### src/rtl/rom_bus_arbiter_if.sv
// Shared-ROM bus bundle: CPU read port, DMA req/ack port and the single ROM port.
// master = the arbiter's view; slave = the CPU/DMA/ROM environment's view.
interface rom_bus_arbiter_if #(
    parameter int ADDR_W = 15
);
    logic              cpu_mreq_n;
    logic              cpu_rd_n;
    logic [ADDR_W-1:0] cpu_a;
    logic [7:0]        cpu_di;
    logic              cpu_wait_n;

    logic              dma_req;
    logic [ADDR_W-1:0] dma_a;
    logic [7:0]        dma_d;
    logic              dma_ack;

    logic              rom_ce_n;
    logic              rom_oe_n;
    logic [ADDR_W-1:0] rom_a;
    logic [7:0]        rom_d;

    modport master (
        input  cpu_mreq_n, cpu_rd_n, cpu_a, dma_req, dma_a, rom_d,
        output cpu_di, cpu_wait_n, dma_d, dma_ack, rom_ce_n, rom_oe_n, rom_a
    );

    modport slave (
        output cpu_mreq_n, cpu_rd_n, cpu_a, dma_req, dma_a, rom_d,
        input  cpu_di, cpu_wait_n, dma_d, dma_ack, rom_ce_n, rom_oe_n, rom_a
    );
endinterface

### src/rtl/rom_bus_arbiter.sv
// Round-robin CPU/DMA sharing of one ROM port; data lands WAIT_STATES+2 cycles after the request edge.
// Backpressure: CPU is stretched through cpu_wait_n, DMA holds dma_req until its one-cycle dma_ack.
module rom_bus_arbiter #(
    parameter int WAIT_STATES = 2,
    parameter int ADDR_W      = 15
) (
    input  logic              CLK_n,
    input  logic              RESET_n,
    rom_bus_arbiter_if.master bus
);

    typedef enum logic [1:0] {
        ST_IDLE   = 2'd0,
        ST_ACCESS = 2'd1,
        ST_DONE   = 2'd2
    } state_t;

    typedef enum logic {
        GNT_CPU = 1'b0,
        GNT_DMA = 1'b1
    } grant_t;

    localparam logic [3:0] WS_INIT = 4'(WAIT_STATES);

    state_t            state, state_nxt;
    grant_t            grant, grant_nxt;
    grant_t            last_grant, last_grant_nxt;
    logic [3:0]        cnt, cnt_nxt;
    logic [ADDR_W-1:0] rom_a, rom_a_nxt;
    logic [7:0]        cpu_di, cpu_di_nxt;
    logic [7:0]        dma_d, dma_d_nxt;
    logic              cpu_served, cpu_served_nxt;

    logic              cpu_act;
    logic              cpu_pend;
    logic              cpu_done;
    logic              pick_cpu;
    logic              rom_sel_n;
    logic              dma_ack;

    assign cpu_act  = !bus.cpu_mreq_n && !bus.cpu_rd_n;
    assign cpu_pend = cpu_act && !cpu_served;
    assign cpu_done = (state == ST_DONE) && (grant == GNT_CPU);

    always_ff @(posedge CLK_n) begin
        if (!RESET_n) begin
            state      <= ST_IDLE;
            grant      <= GNT_CPU;
            last_grant <= GNT_DMA;
            cnt        <= 4'd0;
            rom_a      <= '0;
            cpu_di     <= 8'h00;
            dma_d      <= 8'h00;
            cpu_served <= 1'b0;
        end else begin
            state      <= state_nxt;
            grant      <= grant_nxt;
            last_grant <= last_grant_nxt;
            cnt        <= cnt_nxt;
            rom_a      <= rom_a_nxt;
            cpu_di     <= cpu_di_nxt;
            dma_d      <= dma_d_nxt;
            cpu_served <= cpu_served_nxt;
        end
    end

    always_comb begin
        state_nxt      = state;
        grant_nxt      = grant;
        last_grant_nxt = last_grant;
        cnt_nxt        = cnt;
        rom_a_nxt      = rom_a;
        cpu_di_nxt     = cpu_di;
        dma_d_nxt      = dma_d;
        cpu_served_nxt = cpu_served;
        pick_cpu       = 1'b0;
        rom_sel_n      = 1'b1;
        dma_ack        = 1'b0;

        case (state)
            ST_IDLE: begin
                if (cpu_pend || bus.dma_req) begin
                    // On a tie the side that did not win last time goes first.
                    if (cpu_pend && bus.dma_req) begin
                        pick_cpu = (last_grant == GNT_DMA);
                    end else begin
                        pick_cpu = cpu_pend;
                    end
                    grant_nxt = pick_cpu ? GNT_CPU : GNT_DMA;
                    rom_a_nxt = pick_cpu ? bus.cpu_a : bus.dma_a;
                    cnt_nxt   = WS_INIT;
                    state_nxt = ST_ACCESS;
                end
            end

            ST_ACCESS: begin
                rom_sel_n = 1'b0;
                if (cnt != 4'd0) begin
                    cnt_nxt = cnt - 4'd1;
                end else begin
                    if (grant == GNT_CPU) begin
                        cpu_di_nxt = bus.rom_d;
                    end else begin
                        dma_d_nxt = bus.rom_d;
                    end
                    state_nxt = ST_DONE;
                end
            end

            ST_DONE: begin
                last_grant_nxt = grant;
                if (grant == GNT_DMA) begin
                    dma_ack = RESET_n;
                end else begin
                    cpu_served_nxt = 1'b1;
                end
                state_nxt = ST_IDLE;
            end

            default: begin
                state_nxt = ST_IDLE;
            end
        endcase

        // A released request re-arms the CPU side, even if it was released mid-access.
        if (bus.cpu_mreq_n) begin
            cpu_served_nxt = 1'b0;
        end
    end

    assign bus.rom_ce_n   = rom_sel_n;
    assign bus.rom_oe_n   = rom_sel_n;
    assign bus.rom_a      = rom_a;
    assign bus.cpu_di     = cpu_di;
    assign bus.dma_d      = dma_d;
    assign bus.dma_ack    = dma_ack;
    assign bus.cpu_wait_n = !(cpu_act && (!RESET_n || (cpu_pend && !cpu_done)));

endmodule

### src/flat_wrapper.sv
// flat-port wrapper written by rule: the top's interface ports become plain ports
module rom_bus_arbiter_flat 
#(
    parameter int WAIT_STATES = 2,
    parameter int ADDR_W      = 15
)
  (CLK_n, RESET_n, bus_cpu_mreq_n, bus_cpu_rd_n, bus_cpu_a, bus_dma_req, bus_dma_a, bus_rom_d, bus_cpu_di, bus_cpu_wait_n, bus_dma_d, bus_dma_ack, bus_rom_ce_n, bus_rom_oe_n, bus_rom_a);
  rom_bus_arbiter_if #(.ADDR_W(ADDR_W)) bus_i ();
  input  logic CLK_n;
  input  logic RESET_n;
  input wire logic [$bits(bus_i.cpu_mreq_n)-1:0] bus_cpu_mreq_n;
  input wire logic [$bits(bus_i.cpu_rd_n)-1:0] bus_cpu_rd_n;
  input wire logic [$bits(bus_i.cpu_a)-1:0] bus_cpu_a;
  input wire logic [$bits(bus_i.dma_req)-1:0] bus_dma_req;
  input wire logic [$bits(bus_i.dma_a)-1:0] bus_dma_a;
  input wire logic [$bits(bus_i.rom_d)-1:0] bus_rom_d;
  output wire logic [$bits(bus_i.cpu_di)-1:0] bus_cpu_di;
  output wire logic [$bits(bus_i.cpu_wait_n)-1:0] bus_cpu_wait_n;
  output wire logic [$bits(bus_i.dma_d)-1:0] bus_dma_d;
  output wire logic [$bits(bus_i.dma_ack)-1:0] bus_dma_ack;
  output wire logic [$bits(bus_i.rom_ce_n)-1:0] bus_rom_ce_n;
  output wire logic [$bits(bus_i.rom_oe_n)-1:0] bus_rom_oe_n;
  output wire logic [$bits(bus_i.rom_a)-1:0] bus_rom_a;
  assign bus_i.cpu_mreq_n = bus_cpu_mreq_n;
  assign bus_i.cpu_rd_n = bus_cpu_rd_n;
  assign bus_i.cpu_a = bus_cpu_a;
  assign bus_i.dma_req = bus_dma_req;
  assign bus_i.dma_a = bus_dma_a;
  assign bus_i.rom_d = bus_rom_d;
  assign bus_cpu_di = bus_i.cpu_di;
  assign bus_cpu_wait_n = bus_i.cpu_wait_n;
  assign bus_dma_d = bus_i.dma_d;
  assign bus_dma_ack = bus_i.dma_ack;
  assign bus_rom_ce_n = bus_i.rom_ce_n;
  assign bus_rom_oe_n = bus_i.rom_oe_n;
  assign bus_rom_a = bus_i.rom_a;
  rom_bus_arbiter #(.WAIT_STATES(WAIT_STATES), .ADDR_W(ADDR_W)) u_core (.CLK_n(CLK_n), .RESET_n(RESET_n), .bus(bus_i));
endmodule
### config.mk
export PLATFORM = sky130hd
export DESIGN_NAME = rom_bus_arbiter_flat
export DESIGN_NICKNAME = d
export VERILOG_FILES = /design/src/rtl/rom_bus_arbiter_if.sv /design/src/rtl/rom_bus_arbiter.sv /design/src/flat_wrapper.sv
export SDC_FILE = /design/constraint.sdc
export NUM_CORES = 1
export LEC_CHECK = 0
export ABC_AREA = 1
export ABC_CLOCK_PERIOD_IN_PS = 4600
export CORE_MARGIN = 2
export CORE_UTILIZATION = 45
export DETAILED_ROUTE_END_ITERATION = 16
export GPL_TIMING_DRIVEN = 0
export HOLD_SLACK_MARGIN = 0.15
export PLACE_DENSITY_LB_ADDON = 0.1
export SKIP_CTS_REPAIR_TIMING = 1
export SLEW_MARGIN = 10
export SYNTH_ARGS = -nofsm -noshare
export SYNTH_HDL_FRONTEND = slang
export SYNTH_SLANG_ARGS = --single-unit
### constraint.sdc
create_clock -name CLK_n -period 4.6 [get_ports CLK_n]
set_clock_uncertainty 0.05 [all_clocks]
set_input_delay 1.38 -clock CLK_n [delete_from_list [all_inputs] [get_ports CLK_n]]
set_output_delay 1.38 -clock CLK_n [all_outputs]
set_load 0.005 [all_outputs]
==> flow_metrics.env <==
export IMPL_clk_pin_slew_ns=0.07
export IMPL_synth_ff_type="dfxtp_1"
export IMPL_ys_seq_area_share_pct=43.3
export IMPL_final_core_util_pct=71.6
export IMPL_synth_top_area_share_pct=43.3
export IMPL_grt_pass1_wl_um=6790
export IMPL_drt_first_iter_violations=76
export IMPL_die_y_um=68.1
export IMPL_worst_setup_path_start_kind="primary input"
export IMPL_synth_edf_count=0
export IMPL_synth_seq_cells=40
export IMPL_synth_area_leaders="dfxtp_1 (43%), nand2_1 (18%), nand2_2 (8.5%)"
export IMPL_ir_drop_mv=0.215
export IMPL_tns_ns=0
export IMPL_status="finished clean"
export IMPL_crit_required_ns=3.17
export IMPL_dp_hpwl_um=3190
export IMPL_use_met3_pct=8.88
export IMPL_syn_num_nets=299
export IMPL_cts_htree_levels=2
export IMPL_cts_buffers=5
export IMPL_cts_tree="yes"
export IMPL_seqPwrFrac_pct=37.8
export IMPL_core_region_area_um2=3970
export IMPL_power_internal_uw=792
export IMPL_die_w_um=68.1
export IMPL_crit_top_cell="clkdlybuf4s50_1"
export IMPL_r2r_slack_ns=3.08
export IMPL_cts_num_sinks=40
export IMPL_setup_violations=0
export IMPL_antenna_found_initial=0
export IMPL_async_flop_share_pct=0
export IMPL_fillers=358
export IMPL_ant_nets=0
export IMPL_crit_path_max_incr_delay_ns=0.45
export IMPL_critPathKind="primary input to primary output"
export IMPL_placed_area_um2=2680
export IMPL_port_buffers=77
export IMPL_yosysTopAreaCell="dfxtp_1"
export IMPL_syn_inst=255
export IMPL_via_count=1806
export IMPL_io_pins=78
export IMPL_syn_area_um2=1850
export IMPL_insertedDiodeCount=0
export IMPL_area_growth_pct=53.6
export IMPL_reg2reg_from="u_core.cnt[0]"
export IMPL_slew_limit_headroom_pct=71.2
export IMPL_drive_gt1_share_pct=15.0
export IMPL_clockBufferDepth=2
export IMPL_p_leak_nw=1.24
export IMPL_crit_slowest_cell="clkdlybuf4s50_1"
export IMPL_place_congestion=0.734
export IMPL_setup_slack_ns=0.145
export IMPL_crit_start="RESET_n"
export IMPL_die_area_um2=4640
export IMPL_period_needed_ns=4.46
export IMPL_met1_usage_pct=23.4
export IMPL_fmax_mhz=224
export IMPL_hold_path_class="register to register"
export IMPL_drc=0
export IMPL_rsz0062_at_grt="no"
export IMPL_regToRegEndpoint="u_core.cnt[0]"
export IMPL_crit_chain="clkdlybuf4s50_1, inv_1, buf_2, nor2_1, clkdlybuf4s50_1"
export IMPL_dr_pass1_iters=4
export IMPL_finalWirelength_um=4260
export IMPL_rows=23
export IMPL_clk_latency_ns=0.29
export IMPL_cp_end_kind="primary output"
export IMPL_power_switching_share_pct=26.0
export IMPL_worstMarginPinSlew_ns=0.432
export IMPL_grt_busiest_layer="met2"
export IMPL_p_sw_uw=278
export IMPL_wl_per_cell_um=10.9
export IMPL_initial_core_util_pct=46.6
export IMPL_synth_warnings=0
export IMPL_cap_violations=0
export IMPL_power_frac_comb_pct=25.1
export IMPL_report_final_slew_viol_count=0
export IMPL_grt_pass1_vias=1534
export IMPL_synth_area_per_cell_um2=7.26
export IMPL_overflow=0
export IMPL_arrival_ns=3.03
export IMPL_powerDensity_nw_per_um2=376
export IMPL_critPathMaxFanout=10
export IMPL_cts_root_buf="clkbuf_8"
export IMPL_viasPerCell=4.63
export IMPL_use_met2_pct=32.4
export IMPL_grt_usage_pct=19.6
export IMPL_stdcell_area_um2=2840
export IMPL_nNetsFinal=383
export IMPL_fin_crit_sh_pct=96.9
export IMPL_clkPwrFrac_pct=37.1
export IMPL_r2r_cells=8
export IMPL_yosysUniqueCellTypes=25
export IMPL_finalHoldViolCount=0
export IMPL_grt_max_degree=14
export IMPL_crit_end="bus_dma_ack"
export IMPL_pre_cts_ws_ns=0.138
==> state kept, by name (all words and copies together) (netlist names) <==
signal             flops
u_core.bus.rom_a      15
u_core.grant           1
u_core.cnt             4
u_core.cpu_served      1
u_core.last_grant      1
u_core.state           2
u_core.bus.dma_d       8
u_core.bus.cpu_di      8
==> cells by family (layout without fill, tap and decap cells) <==
family	Yosys count	in the layout	share of synthesized area [%]
and+or+nand+nor	166	166	42.5
DFF	40	40	43.3
xor gates and xnor gates	1	1	0.473
AOI/OAI and AO/OA	23	23	6.22
adders and majority gates	1	1	0.676
buffers and inverters	24	109	6.90
==> cells in the mapped netlist, types with 2 or more instances <==
master and n:
nand2_1 89, dfxtp_1 40, nor2_1 30, nand2_2 25, nand3_1 13, inv_1 12, o21ai_0 11, a21oi_1 10
nor2_8 3, buf_2 2, buf_4 2, clkbuf_1 2, inv_2 2, nor2_2 2, o21ai_1 2
==> layout by cell type (no fill, tap or decap), types with 3 or more instances in the layout <==
cell type         n
clkdlybuf4s50_1  77
o21ai_0          11
nor2_8            3
nand2_1          89
clkbuf_8          5
bufinv_16         3
dfxtp_1          40
a21oi_1          10
nand2_2          25
nor2_1           30
inv_1            12
nand3_1          13
==> power groups by stage <==
stage | Clock (mW) | Sequential, mW | Combinational, mW
final | 0.396 | 0.404 | 0.269
after global routing | 0.415 | 0.409 | 0.301
after CTS | 0.402 | 0.404 | 0.273
after detailed placement | 0 | 0.412 | 0.270
after global placement | 0 | 0.411 | 0.266
after floorplan | 0 | 0.413 | 0.146
==> per-layer routing <==
metal	up-vias	part of all wire (%)
li1	957	-
met1	783	41
met2	64	49
met3	2	8.9
met4	0	0.61
met5	-	0
==> metrics by stage <==
step / hold slack [ns] / power [mW] / std cells
after floorplan: 0.379 / 0.558 / 255
after global placement: 0.378 / 0.677 / 382
after detailed placement: 0.382 / 0.683 / 382
after CTS: 0.397 / 1.08 / 390
after global routing: 0.420 / 1.13 / 390
final: 0.394 / 1.07 / 390
==> layout make-up <==
class / instances / area [um^2] / area share [%]
buffer: 8 / 63.8 / 2.24
clock buffer: 5 / 68.8 / 2.42
clock inverter: 3 / 90.1 / 3.17
inverter: 16 / 63.8 / 2.24
multi-input combinational: 191 / 922 / 32.4
sequential: 40 / 801 / 28.2
tap: 50 / 62.6 / 2.20
timing repair buffer: 77 / 771 / 27.1
==> critical path, delay by kind of cell <==
family,cells,cell delay [ns]
buf+inv,4,1.55
simple gates,1,0.08
==> worst min path at each step <==
stage	start	to	slack [ns]	cells after the start
after floorplan	u_core.last_grant	u_core.last_grant	0.38	2
after global placement	u_core.bus.rom_a[11]	u_core.bus.rom_a[11]	0.38	2
after detailed placement	u_core.bus.rom_a[12]	u_core.bus.rom_a[12]	0.38	2
after CTS	u_core.bus.rom_a[12]	u_core.bus.rom_a[12]	0.40	2
after global routing	u_core.bus.rom_a[9]	u_core.bus.rom_a[9]	0.42	2
final	u_core.bus.rom_a[12]	u_core.bus.rom_a[12]	0.39	2
Note: power is estimated with default switching activity, not from simulation.
